## src/rtl/pi1_timer.sv

```systemverilog
// rtl/pi1_timer.sv - prescaled 32-bit timer with compare match and interrupt request for the pi1r bus
module pi1_timer #(
  parameter int ARCHBITSZ = 32,
  parameter int PRESCALE  = 100,
  parameter int MAPSZ     = 'h1000 / (ARCHBITSZ / 8)
) (
  input  logic                   clk_i,
  input  logic                   rst_i,
  input  logic [1:0]             pi1_op_i,
  input  logic [ARCHBITSZ-3:0]   pi1_addr_i,
  input  logic [ARCHBITSZ-1:0]   pi1_data_i,
  output logic [ARCHBITSZ-1:0]   pi1_data_o,
  input  logic [ARCHBITSZ/8-1:0] pi1_sel_i,
  output logic                   pi1_rdy_o,
  output logic [ARCHBITSZ-3:0]   pi1_mapsz_o,
  output logic                   intrqst_o,
  input  logic                   intrdy_i
);

  localparam int PW = (PRESCALE > 1) ? $clog2(PRESCALE) : 1;
  localparam logic [PW-1:0] PRESC_LAST = PW'(PRESCALE - 1);

  logic [ARCHBITSZ-1:0] cnt, cmp;
  logic [2:0]           ctrl;
  logic                 pend, ack;
  logic [PW-1:0]        presc;

  logic                 wr_en, rd_en;
  logic                 wr_cnt, wr_cmp, wr_ctrl, wr_stat;
  logic                 w1c, presc_wrap, tick, match;
  logic [2:0]           ctrl_next;
  logic [ARCHBITSZ-1:0] rdata;
  logic                 unused_addr;

  function automatic logic [ARCHBITSZ-1:0] merge_bytes(
    input logic [ARCHBITSZ-1:0]   old_val,
    input logic [ARCHBITSZ-1:0]   new_val,
    input logic [ARCHBITSZ/8-1:0] sel
  );
    logic [ARCHBITSZ-1:0] r;
    r = old_val;
    for (int i = 0; i < ARCHBITSZ / 8; i++) begin
      if (sel[i]) r[8*i +: 8] = new_val[8*i +: 8];
    end
    return r;
  endfunction

  assign pi1_rdy_o   = 1'b1;
  assign pi1_mapsz_o = (ARCHBITSZ-2)'(MAPSZ);
  assign unused_addr = ^pi1_addr_i[ARCHBITSZ-3:2];

  always_comb begin
    wr_en     = pi1_op_i[0];
    rd_en     = pi1_op_i[1];
    wr_cnt    = wr_en && (pi1_addr_i[1:0] == 2'd0);
    wr_cmp    = wr_en && (pi1_addr_i[1:0] == 2'd1);
    wr_ctrl   = wr_en && (pi1_addr_i[1:0] == 2'd2);
    wr_stat   = wr_en && (pi1_addr_i[1:0] == 2'd3);
    w1c       = wr_stat && pi1_sel_i[0] && pi1_data_i[0];
    ctrl_next = (wr_ctrl && pi1_sel_i[0]) ? pi1_data_i[2:0] : ctrl;
    // A tick is lost if EN is being cleared this cycle or software is overwriting CNT.
    presc_wrap = ctrl[0] && (presc == PRESC_LAST);
    tick       = presc_wrap && ctrl_next[0] && !wr_cnt;
    match      = tick && (cnt == cmp);
    case (pi1_addr_i[1:0])
      2'd0:    rdata = cnt;
      2'd1:    rdata = cmp;
      2'd2:    rdata = {{(ARCHBITSZ-3){1'b0}}, ctrl};
      default: rdata = {{(ARCHBITSZ-1){1'b0}}, pend};
    endcase
  end

  always_ff @(posedge clk_i) begin
    if (rst_i) begin
      cnt        <= '0;
      cmp        <= '1;
      ctrl       <= '0;
      pend       <= 1'b0;
      ack        <= 1'b0;
      presc      <= '0;
      pi1_data_o <= '0;
      intrqst_o  <= 1'b0;
    end else begin
      if (rd_en) pi1_data_o <= rdata;
      if (wr_cmp) cmp <= merge_bytes(cmp, pi1_data_i, pi1_sel_i);
      ctrl  <= ctrl_next;
      presc <= (ctrl[0] && !presc_wrap) ? presc + 1'b1 : '0;

      if (wr_cnt)
        cnt <= merge_bytes(cnt, pi1_data_i, pi1_sel_i);
      else if (tick)
        cnt <= (match && ctrl[1]) ? '0 : cnt + 1'b1;

      if (match)    pend <= 1'b1;
      else if (w1c) pend <= 1'b0;

      if (w1c && !match)             ack <= 1'b0;
      else if (intrqst_o && intrdy_i) ack <= 1'b1;

      // The handshake term keeps an accepted request from lingering a second cycle.
      intrqst_o <= pend && ctrl[2] && !ack && !(intrqst_o && intrdy_i);
    end
  end

endmodule

```

## config.mk

```make
export PLATFORM = sky130hd
export DESIGN_NAME = pi1_timer
export DESIGN_NICKNAME = d
export VERILOG_FILES = /design/src/rtl/pi1_timer.sv
export SDC_FILE = /design/constraint.sdc
export NUM_CORES = 1
export LEC_CHECK = 0
export ABC_CLOCK_PERIOD_IN_PS = 3500
export BUFFER_PORTS_ARGS = -buffer_cell sky130_fd_sc_hd__buf_4
export CAP_MARGIN = 10
export CORE_ASPECT_RATIO = 0.5
export CORE_UTILIZATION = 60
export CTS_CLUSTER_SIZE = 8
export DETAILED_ROUTE_END_ITERATION = 6
export PLACE_DENSITY = 0.95
export REMOVE_ABC_BUFFERS = 1
export SETUP_SLACK_MARGIN = 0.05
export SKIP_CTS_REPAIR_TIMING = 1
export SYNTH_ARGS = -nofsm -noshare
export SYNTH_HDL_FRONTEND = slang
export SYNTH_SLANG_ARGS = --single-unit
```

## constraint.sdc

```tcl
create_clock -name clk_i -period 3.5 [get_ports clk_i]
set_input_delay 0.175 -clock clk_i [delete_from_list [all_inputs] [get_ports clk_i]]
set_output_delay 0.175 -clock clk_i [all_outputs]
set_load 0.1 [all_outputs]
```

Yosys cells after proc, flatten, opt, wreduce, memory -nomap -nowiden. Index checks and enable logic that the tools add are counted.

Bits in writable memories: 0. Memories: 0. Output and inout port bits: 64. Logic and storage cells: 74. Bits in latches: 0. Register bits after elaboration: 109. Bits in read-only memories: 0. Input bits: 71.

Shift-type cells: 0. Div/mod/pow operators: 0. Multiplexer cells: 11. Multiply operators: 0. Magnitude comparators: 0. Bitwise operators: 1. Eq/ne operators: 9. Reductions and logical operators: 36. Add/subtract/negate cells: 2.

Operators with widths (number): 2-to-1 mux 32 bit (3); case mux 32 bit (3 select lines) (1); adder 32 x 1 -> 32 bit (second input constant) (1); == test 32 bit (1); 2-to-1 mux 8 bit (4); logical AND 1 bit (18); AND reduction 2 bit (8); inequality test 2 bit (second input constant) (4); adder 7 x 1 -> 7 bit (second input constant) (1); == test 7 bit (second input constant) (1); zero test 1 bit (5); == test 2 bit (second input constant) (2); nonzero test 2 bit (2); OR reduction 2 bit (2); 2-to-1 mux 1 bit (3); == test 2 x 1 -> 1 bit (second input constant) (1); zero test 2 bit (1); NOT 1 bit (1).

Logic depth before layout (Yosys ltp). Gate-level depths: netlist of the first run.

Depth after elaboration: 11. Gate-level depth with buffers: 9. Depth with buffers taken out: 7.

Least setup slack after synthesis of the first run. Ideal clock, no wire load.

Kind: register to register. From: register cnt[19]. To: register cnt[29]. Path buffers: 2. Setup slack: 1471 ps. Clock period less this slack: 2029 ps. Library setup time: 74 ps. Stages on the path, launching flop included: 9. Arrival time: 1955 ps. Data required time: 3426 ps. Cell sequence: dfxtp_1 > buf_2 > and4_1 > or4b_1 > buf_2 > or3_4 > nor3_2 > nand3_1 > a31oi_1.

Word-level cells in the longest chain between the ends: 6. Elaborated cells between the ends (all ways): 7. Those cells by class: 1 x add/sub; 1 x eq/ne; 3 x mux; 2 x reduce/logical.

RTL lines: from (decl) (line 23) `logic [ARCHBITSZ-1:0] cnt, cmp;`; from (signal assigned) (line 90) `cnt <= merge_bytes(cnt, pi1_data_i, pi1_sel_i);`; from (signal assigned) (line 92) `cnt <= (match && ctrl[1]) ? '0 : cnt + 1'b1;`; branches (longest 3 deep; another with adder 32 x 1 -> 32 bit); 2-to-1 mux 32 bit (*) (line 92); 2-to-1 mux 32 bit (*) (line 91) `else if (tick)`; 2-to-1 mux 32 bit (*) (line 89) `if (wr_cnt)`.

Mark *: on every way between the ends. The select of a mux whose other input is x is not followed. A chain may end at the register's enable or synchronous reset.

Worst setup path after layout of the first run.
From: register presc[2]. To: register cnt[22].

Word-level cells in the longest chain between the ends: 9. Elaborated cells between the ends (all ways): 11. Those cells by class: 1 x eq/ne; 3 x mux; 7 x reduce/logical.

RTL lines: from (decl) (line 26) `logic [PW-1:0] presc;`; from (signal assigned) (line 87) `presc <= (ctrl[0] && !presc_wrap) ? presc + 1'b1 : '0;`; == test 7 bit (*) (line 62) `presc_wrap = ctrl[0] && (presc == PRESC_LAST);`; logical AND 1 bit (*) (line 62); logical AND 1 bit (*) (2 in series) (line 63) `tick = presc_wrap && ctrl_next[0] && !wr_cnt;`; logical AND 1 bit (line 64) `match = tick && (cnt == cmp);`; logical AND 1 bit (line 92); 2-to-1 mux 32 bit (line 92); 2-to-1 mux 32 bit (line 91); 2-to-1 mux 32 bit (line 89).

Every way passes the cells marked *; elsewhere a longest branch is shown, timed or not. The select of a mux whose other input is x is not followed.

==> impl_metrics.xml, run 1 <==
<?xml version="1.0" encoding="UTF-8"?>
<metrics>
  <group name="setup_path">
    <metric name="cp.required" unit="ns">3.79</metric>
    <metric name="worstSetupStartpointType" unit="">flip-flop</metric>
    <metric name="critical_path.max_stage_delay" unit="ns">0.63</metric>
    <metric name="critical_path.max_fanout" unit="">8</metric>
    <metric name="path_class" unit="">flip-flop to flip-flop</metric>
    <metric name="slowest_stage_cell_on_the_critical_path" unit="">o21ai_1</metric>
    <metric name="setup.worst_path.end_class" unit="">flip-flop</metric>
    <metric name="worstPathArrival" unit="ns">2.82</metric>
    <metric name="critical_path.cell_chain" unit="">nor4b_1, o211ai_1, o21ai_1, nor2_1, or3_1, a21oi_1</metric>
  </group>
  <group name="global_routing">
    <metric name="grt_pass1_wl" unit="um">27410</metric>
    <metric name="first_global_vias" unit="">5541</metric>
    <metric name="global_route.overflow_total" unit="">0</metric>
    <metric name="grt_use_total" unit="%">32.07</metric>
    <metric name="antenna_found_initial" unit="">0</metric>
    <metric name="grt_start_max_net_pins" unit="">104</metric>
  </group>
  <group name="final_layout">
    <metric name="finalNonFillerCells" unit="">987</metric>
    <metric name="final_core_utilization" unit="%">68.61</metric>
    <metric name="area_grow_syn2layout" unit="%">11.15</metric>
    <metric name="post_route_cells_drive_above_1_share" unit="%">16.17</metric>
    <metric name="nNetsFinal" unit="">915</metric>
    <metric name="antenna_cells" unit="">0</metric>
  </group>
  <group name="sta">
    <metric name="setup_viol" unit="">0</metric>
    <metric name="tightestPinTransition" unit="ns">1.028</metric>
    <metric name="final_hold_violation_count" unit="">0</metric>
    <metric name="post-route-min-period" unit="ns">2.537</metric>
    <metric name="rsz_0062_raised_after_global_routing" unit="">no</metric>
    <metric name="post_route_clock_skew" unit="ns">0.007755</metric>
    <metric name="report.final.slew_viol_count" unit="">0</metric>
    <metric name="totalNegativeSetupSlack" unit="ns">0</metric>
    <metric name="achievable-frequency" unit="MHz">394.1</metric>
    <metric name="fin_crit_sh" unit="%">72.50</metric>
    <metric name="slew-limit-headroom" unit="%">31.46</metric>
    <metric name="fin_worst_hold_slack" unit="ns">0.03537</metric>
    <metric name="postLayoutSetupSlackWorst" unit="ns">0.9625</metric>
  </group>
  <group name="detailed_routing">
    <metric name="met2RoutedLength" unit="um">7921</metric>
    <metric name="detail_route.vias_per_cell" unit="">6.262</metric>
    <metric name="route.vias.total" unit="">6181</metric>
    <metric name="drc" unit="">0</metric>
    <metric name="detail_route.wl_per_cell" unit="um">17.91</metric>
    <metric name="maxUsedRoutingLayer" unit="">met4</metric>
    <metric name="detail_route.first_pass.iterations" unit="">6</metric>
    <metric name="drt_first_iter_violations" unit="">905</metric>
    <metric name="wl_met3" unit="um">1972</metric>
    <metric name="detail_route.wirelength.met1" unit="um">7247</metric>
    <metric name="drt-total-wl" unit="um">17680</metric>
    <metric name="postRouteAntennaNets" unit="">0</metric>
  </group>
  <group name="synthesis">
    <metric name="yosys-top-cells-count" unit="">dfxtp_1 (109), nand2_1 (97), nor2_1 (78)</metric>
    <metric name="ys_async_sr_fraction" unit="%">0</metric>
    <metric name="synth_sequential_area_ratio" unit="%">34.61</metric>
    <metric name="synth_xor_area_share" unit="%">6.112</metric>
    <metric name="post_synth_and_or_nand_nor_area_fraction" unit="%">32.57</metric>
    <metric name="syn_area" unit="sq mm">0.006305</metric>
    <metric name="synthesis.instances" unit="">814</metric>
    <metric name="compound_cell_area_share_of_the_yosys_netlist" unit="%">11.93</metric>
    <metric name="synth_most_common_cell" unit="">dfxtp_1</metric>
    <metric name="main_combinational_cell_family_by_area_after_synthesis" unit="">simple AND/OR/NAND/NOR gates</metric>
    <metric name="synth.avg_cell_area" unit="sq um">7.745</metric>
    <metric name="synth_top_area_cells" unit="">dfxtp_1 (35%), nand2_1 (5.8%), xnor2_1 (5.3%), a21oi_1 (5.0%), mux2_2 (4.6%)</metric>
    <metric name="synth_top_area_share" unit="%">34.61</metric>
    <metric name="synth-adder-area-share" unit="%">0.3969</metric>
    <metric name="count_of_flip_flops_with_a_built_in_enable_after_synthesis" unit="">0</metric>
    <metric name="synth_area_leader_cell" unit="">dfxtp_1</metric>
    <metric name="synthMuxAreaShare" unit="%">5.954</metric>
    <metric name="synth.distinct_cells" unit="">50</metric>
    <metric name="synth-warning-count" unit="">0</metric>
    <metric name="synth_flop_cell" unit="">dfxtp_1</metric>
    <metric name="flops_latches_synth" unit="">109</metric>
  </group>
  <group name="pwr">
    <metric name="power.density" unit="mW/mm^2">412.8</metric>
    <metric name="cellLeakagePower" unit="nW">2.705</metric>
    <metric name="peakVddDrop" unit="mV">0.2308</metric>
  </group>
  <group name="floorplanning">
    <metric name="initial_core_util" unit="%">61.72</metric>
    <metric name="io_pins" unit="">135</metric>
    <metric name="die_width" unit="um">147.0</metric>
    <metric name="core.rowCount" unit="">26</metric>
    <metric name="die_area" unit="sq mm">0.01095</metric>
    <metric name="placeableCoreArea" unit="sq mm">0.01021</metric>
    <metric name="chipHeight" unit="um">74.49</metric>
  </group>
  <group name="place">
    <metric name="place.detailed.hpwl" unit="um">11580</metric>
    <metric name="inst_count_dp" unit="">971</metric>
    <metric name="place.gp.congestion" unit="">0.9743</metric>
    <metric name="detailedPlace.worstSlack" unit="ns">1.044</metric>
    <metric name="placement.io_buffers" unit="">75</metric>
  </group>
  <group name="outcome">
    <metric name="status" unit="">complete, no violations</metric>
  </group>
  <group name="cts">
    <metric name="cts-root-buf" unit="">clkbuf_16</metric>
    <metric name="cts_inserted_buffers" unit="">9</metric>
    <metric name="clkSlewWorstSetupHoldPaths" unit="ns">0.07</metric>
    <metric name="clock_sinks" unit="">109</metric>
    <metric name="maximum_clock_path_buffer_count" unit="">2</metric>
    <metric name="cts_tree" unit="">yes</metric>
    <metric name="htree_num_levels" unit="">3</metric>
    <metric name="insertion_delay" unit="ns">0.36</metric>
  </group>
  <group name="run">
    <metric name="cap_violations" unit="">0</metric>
  </group>
  <group name="worst_hold_path">
    <metric name="holdCritPathClass" unit="">primary input to flip-flop</metric>
  </group>
</metrics>
==> logic make-up after synthesis <==
kind of cell	Yosys count
xor+xnor	44
fa+ha+maj	2
compound gates	132
mux	33
simple gates	392
flops	109
buf+inv	100
other cells	2
==> critical path: cells and delay by family (launching register included) <==
family / cells / cell delay, ns
compound gates: 3 / 1.15
simple gates: 3 / 0.95
flops: 1 / 0.36
==> per-stage QoR <==
stage	power, mW	area (sq um)
after floorplan	1.722	5904
after global placement	1.863	6718
after detailed placement	1.873	6718
after CTS	2.885	7008
after global routing	2.975	7008
final	2.893	7008
==> worst paths after layout <==
| kind | start | endpoint | slack [ns] | cells past startpoint |
|---|---|---|---|---|
| worst max-delay path | presc[2] | cnt[22] | 0.96 | 6 |
| worst min-delay path | pi1_data_i[6] | cmp[6] | 0.04 | 3 |
| worst max register to register | presc[2] | cnt[22] | 0.96 | 6 |
| worst min register to register | presc[0] | presc[0] | 0.47 | 1 |
==> layout by cell type (no fill, tap or decap), types with 3 or more instances in the layout <==
cell / Yosys / final
dfxtp_1: 109 / 109
nand2_1: 97 / 97
buf_4: 33 / 84
nor2_1: 78 / 78
a21oi_1: 63 / 63
xnor2_1: 38 / 38
nand3b_1: 34 / 34
nand4_1: 34 / 34
nand3_1: 31 / 31
conb_1: 2 / 31
nor2b_1: 31 / 30
o21ai_0: 29 / 29
mux2_2: 26 / 26
or3_1: 17 / 17
and3_1: 15 / 15
nor3_1: 14 / 14
and2_1: 13 / 13
a211oi_1: 12 / 12
a31oi_1: 12 / 12
clkbuf_16: 0 / 9
nor4_1: 7 / 7
mux2i_1: 6 / 6
xor2_1: 6 / 6
o21a_1: 6 / 6
a311oi_1: 4 / 4
inv_1: 3 / 3
clkinv_2: 0 / 3
==> flip-flops by register name, indices dropped and copies added (netlist names) <==
name / flops
cmp: 32
cnt: 32
pi1_data_o: 32
presc: 7
ctrl: 3
ack: 1
intrqst_o: 1
pend: 1
==> per-layer routing <==
layer | track usage [%] | up-vias
met5 | 0 | -
met4 | 14.20 | 0
met3 | 9.509 | 73
met2 | 51.45 | 426
met1 | 40.85 | 2867
li1 | - | 2815
==> area by class of cell <==
| cell class | count | area, sq um |
|---|---|---|
| multi-input combinational | 634 | 3715 |
| fill | 805 | 3207 |
| sequential | 109 | 2182 |
| timing repair buffer | 84 | 630.6 |
| clock buffer | 10 | 229.0 |
| tap | 140 | 175.2 |
| clock inverter | 6 | 61.31 |
| inverter | 4 | 15.01 |
==> where the power goes <==
group | total (mW) | internal (mW) | switching [mW]
clock | 1.04 | 0.555 | 0.481
combinational | 0.547 | 0.136 | 0.412
sequential | 1.31 | 1.28 | 0.0346
No activity file was read; power rests on OpenSTA's default activity.
==> run 2, diff against run 1 <==
ABC_CLOCK_PERIOD_IN_PS = 2300   (was 3500)
CORE_UTILIZATION = 50   (was 60)
PLACE_DENSITY = 0.86   (was 0.95)
clock period = 2.3 ns   (was 3.5 ns; I/O delays follow)
==> impl_metrics.xml, run 2 (synthesis gave the netlist of run 1 again) <==
<?xml version="1.0" encoding="UTF-8"?>
<metrics>
  <group name="setup_path">
    <metric name="critical_path.cell_chain" unit="">nand4_1, or4_4, or3_4, nor3_2, nand3_1, a31oi_1</metric>
    <metric name="cp.required" unit="ns">2.58</metric>
    <metric name="slowest_stage_cell_on_the_critical_path" unit="">or4_4</metric>
    <metric name="critical_path.max_stage_delay" unit="ns">0.61</metric>
    <metric name="path_class" unit="">flip-flop to flip-flop</metric>
    <metric name="critical_path.max_fanout" unit="">8</metric>
    <metric name="worstSetupStartpointType" unit="">flip-flop</metric>
    <metric name="setup.worst_path.end_class" unit="">flip-flop</metric>
    <metric name="critical-path-top-delay-family" unit="">simple AND/OR/NAND/NOR gates</metric>
    <metric name="critPathBufInv" unit="">0</metric>
    <metric name="worstPathArrival" unit="ns">2.46</metric>
  </group>
  <group name="cts">
    <metric name="cts-root-buf" unit="">clkbuf_16</metric>
    <metric name="insertion_delay" unit="ns">0.35</metric>
    <metric name="cts_tree" unit="">yes</metric>
    <metric name="cts_inserted_buffers" unit="">9</metric>
    <metric name="maximum_clock_path_buffer_count" unit="">2</metric>
    <metric name="clkSlewWorstSetupHoldPaths" unit="ns">0.07</metric>
    <metric name="htree_num_levels" unit="">3</metric>
    <metric name="clock_sinks" unit="">109</metric>
  </group>
  <group name="pwr">
    <metric name="power.density" unit="mW/mm^2">610.0</metric>
    <metric name="clkPwrFrac" unit="%">37.7</metric>
    <metric name="switchingPower" unit="mW">1.398</metric>
    <metric name="sequentialPowerShare" unit="%">43.2</metric>
    <metric name="peakVddDrop" unit="mV">0.4477</metric>
    <metric name="power.switching_fraction" unit="%">30.44</metric>
    <metric name="cellLeakagePower" unit="nW">2.989</metric>
    <metric name="cellInternalPower" unit="mW">3.195</metric>
    <metric name="pwr-share-comb" unit="%">19.1</metric>
    <metric name="p_total" unit="mW">4.593</metric>
  </group>
  <group name="detailed_routing">
    <metric name="route.vias.total" unit="">6238</metric>
    <metric name="drt-total-wl" unit="um">17920</metric>
    <metric name="detail_route.vias_per_cell" unit="">5.852</metric>
    <metric name="detail_route.wl_per_cell" unit="um">16.81</metric>
    <metric name="drt_first_iter_violations" unit="">793</metric>
    <metric name="drc" unit="">0</metric>
    <metric name="postRouteAntennaNets" unit="">0</metric>
    <metric name="detail_route.first_pass.iterations" unit="">6</metric>
  </group>
  <group name="final_layout">
    <metric name="post_route_cells_drive_above_1_share" unit="%">20.53</metric>
    <metric name="post-route-cell-area" unit="sq mm">0.007530</metric>
    <metric name="antenna_cells" unit="">0</metric>
    <metric name="nNetsFinal" unit="">969</metric>
    <metric name="final_core_utilization" unit="%">62.48</metric>
    <metric name="most_frequent_cells_in_the_layout" unit="">buf_4 (126), dfxtp_1 (105), nand2_1 (97)</metric>
    <metric name="area_grow_syn2layout" unit="%">19.43</metric>
    <metric name="final.fill_count" unit="">987</metric>
    <metric name="layout_commonest_cell" unit="">buf_4</metric>
    <metric name="multi_input_area" unit="sq mm">0.003727</metric>
    <metric name="sequential_cell_area" unit="sq mm">0.002187</metric>
    <metric name="layout_top_registers" unit="">cmp x32, cnt x32, pi1_data_o x32</metric>
  </group>
  <group name="sta">
    <metric name="tightestPinTransition" unit="ns">0.6091</metric>
    <metric name="fin_crit_sh" unit="%">94.72</metric>
    <metric name="post-route-min-period" unit="ns">2.179</metric>
    <metric name="post_route_clock_skew" unit="ns">0.006252</metric>
    <metric name="achievable-frequency" unit="MHz">459.0</metric>
    <metric name="slew-limit-headroom" unit="%">59.39</metric>
    <metric name="final_hold_violation_count" unit="">8</metric>
    <metric name="report.final.slew_viol_count" unit="">0</metric>
    <metric name="rsz_0062_raised_after_global_routing" unit="">yes</metric>
    <metric name="totalNegativeSetupSlack" unit="ns">0</metric>
    <metric name="setup_viol" unit="">0</metric>
    <metric name="fin_worst_hold_slack" unit="ns">-0.01178</metric>
  </group>
  <group name="global_routing">
    <metric name="global_route.overflow_total" unit="">0</metric>
    <metric name="grt_pass1_wl" unit="um">28490</metric>
    <metric name="first_global_vias" unit="">5586</metric>
    <metric name="grt_use_total" unit="%">27.70</metric>
    <metric name="grt_start_max_net_pins" unit="">59</metric>
    <metric name="antenna_found_initial" unit="">0</metric>
  </group>
  <group name="floorplanning">
    <metric name="die_width" unit="um">160.8</metric>
    <metric name="initial_core_util" unit="%">52.32</metric>
    <metric name="die_area" unit="sq mm">0.01309</metric>
    <metric name="chipHeight" unit="um">81.41</metric>
    <metric name="io_pins" unit="">135</metric>
    <metric name="core.rowCount" unit="">28</metric>
    <metric name="placeableCoreArea" unit="sq mm">0.01205</metric>
  </group>
  <group name="outcome">
    <metric name="status" unit="">finished with violations</metric>
    <metric name="failing_checks" unit="">hold timing</metric>
  </group>
  <group name="place">
    <metric name="placement.io_buffers" unit="">75</metric>
    <metric name="place.detailed.hpwl" unit="um">12360</metric>
    <metric name="detailed_place.area" unit="sq mm">0.007064</metric>
    <metric name="place.gp.congestion" unit="">0.9391</metric>
  </group>
  <group name="run">
    <metric name="cap_violations" unit="">0</metric>
  </group>
  <group name="worst_hold_path">
    <metric name="holdCritPathClass" unit="">primary input to flip-flop</metric>
  </group>
</metrics>
==> run 2: cell count changes in the layout (fill, tap and decap cells not counted), moves of 2 or more <==
cell           before  now
buf_4              84  126
dlygate4sd3_1       0   12
dfxtp_2             0    4
dfxtp_1           109  105
clkinv_2            3    0
clkbuf_8            0    2
==> run 2: cell type report <==
cell class | instances | share of cell area [%]
Inverter | 4 | 0.1994
Multi-Input combinational cell | 634 | 49.50
Clock inverter | 3 | 0.8973
Timing Repair Buffer | 138 | 14.16
Sequential cell | 109 | 29.05
Clock buffer | 13 | 3.456
Tap cell | 165 | 2.742
==> run 2: path summary, 6_finish.rpt <==
kind | from | end | slack (ns) | cells after the start
max reg2reg | cnt[3] | cnt[29] | 0.12 | 6
min | pi1_data_i[25] | cmp[25] | -0.01 | 3
min reg2reg | presc[0] | presc[0] | 0.47 | 1
max | cnt[3] | cnt[29] | 0.12 | 6
==> run 2: power groups by stage <==
stage               clock network (mW)  registers, mW  logic (mW)
floorplan                            0           2.19       0.429
global placement                     0           2.02       0.838
detailed placement                   0           2.03       0.846
CTS                               1.74           1.98       0.851
global route                      1.81           1.99       0.915
finish                            1.73           1.99       0.877
==> run 2: stage by stage <==
| step | setup slack [ns] | std cells |
|---|---|---|
| final | 0.1214 | 1066 |
| after detailed placement | 0.07014 | 1038 |
| after floorplan | -1.076 | 747 |
| after global placement | 0.1348 | 1038 |
| after global routing | 0.01670 | 1066 |
| after CTS | -0.01080 | 1054 |
==> run 2: routing by layer <==
| layer | wire (um) | up-vias | global-route usage, % |
|---|---|---|---|
| met3 | 1870 | 50 | 6.946 |
| met4 | 431 | 0 | 9.528 |
| met1 | 7728 | 2895 | 36.68 |
| li1 | - | 2928 | - |
| met5 | 0 | - | 0 |
| met2 | 7890 | 365 | 44.29 |
==> run 2: worst min-delay path: cells and delay by family <==
| kind | cells | cell delay (ns) |
|---|---|---|
| simple gates | 2 | 0.11 |
| buf+inv | 1 | 0.08 |
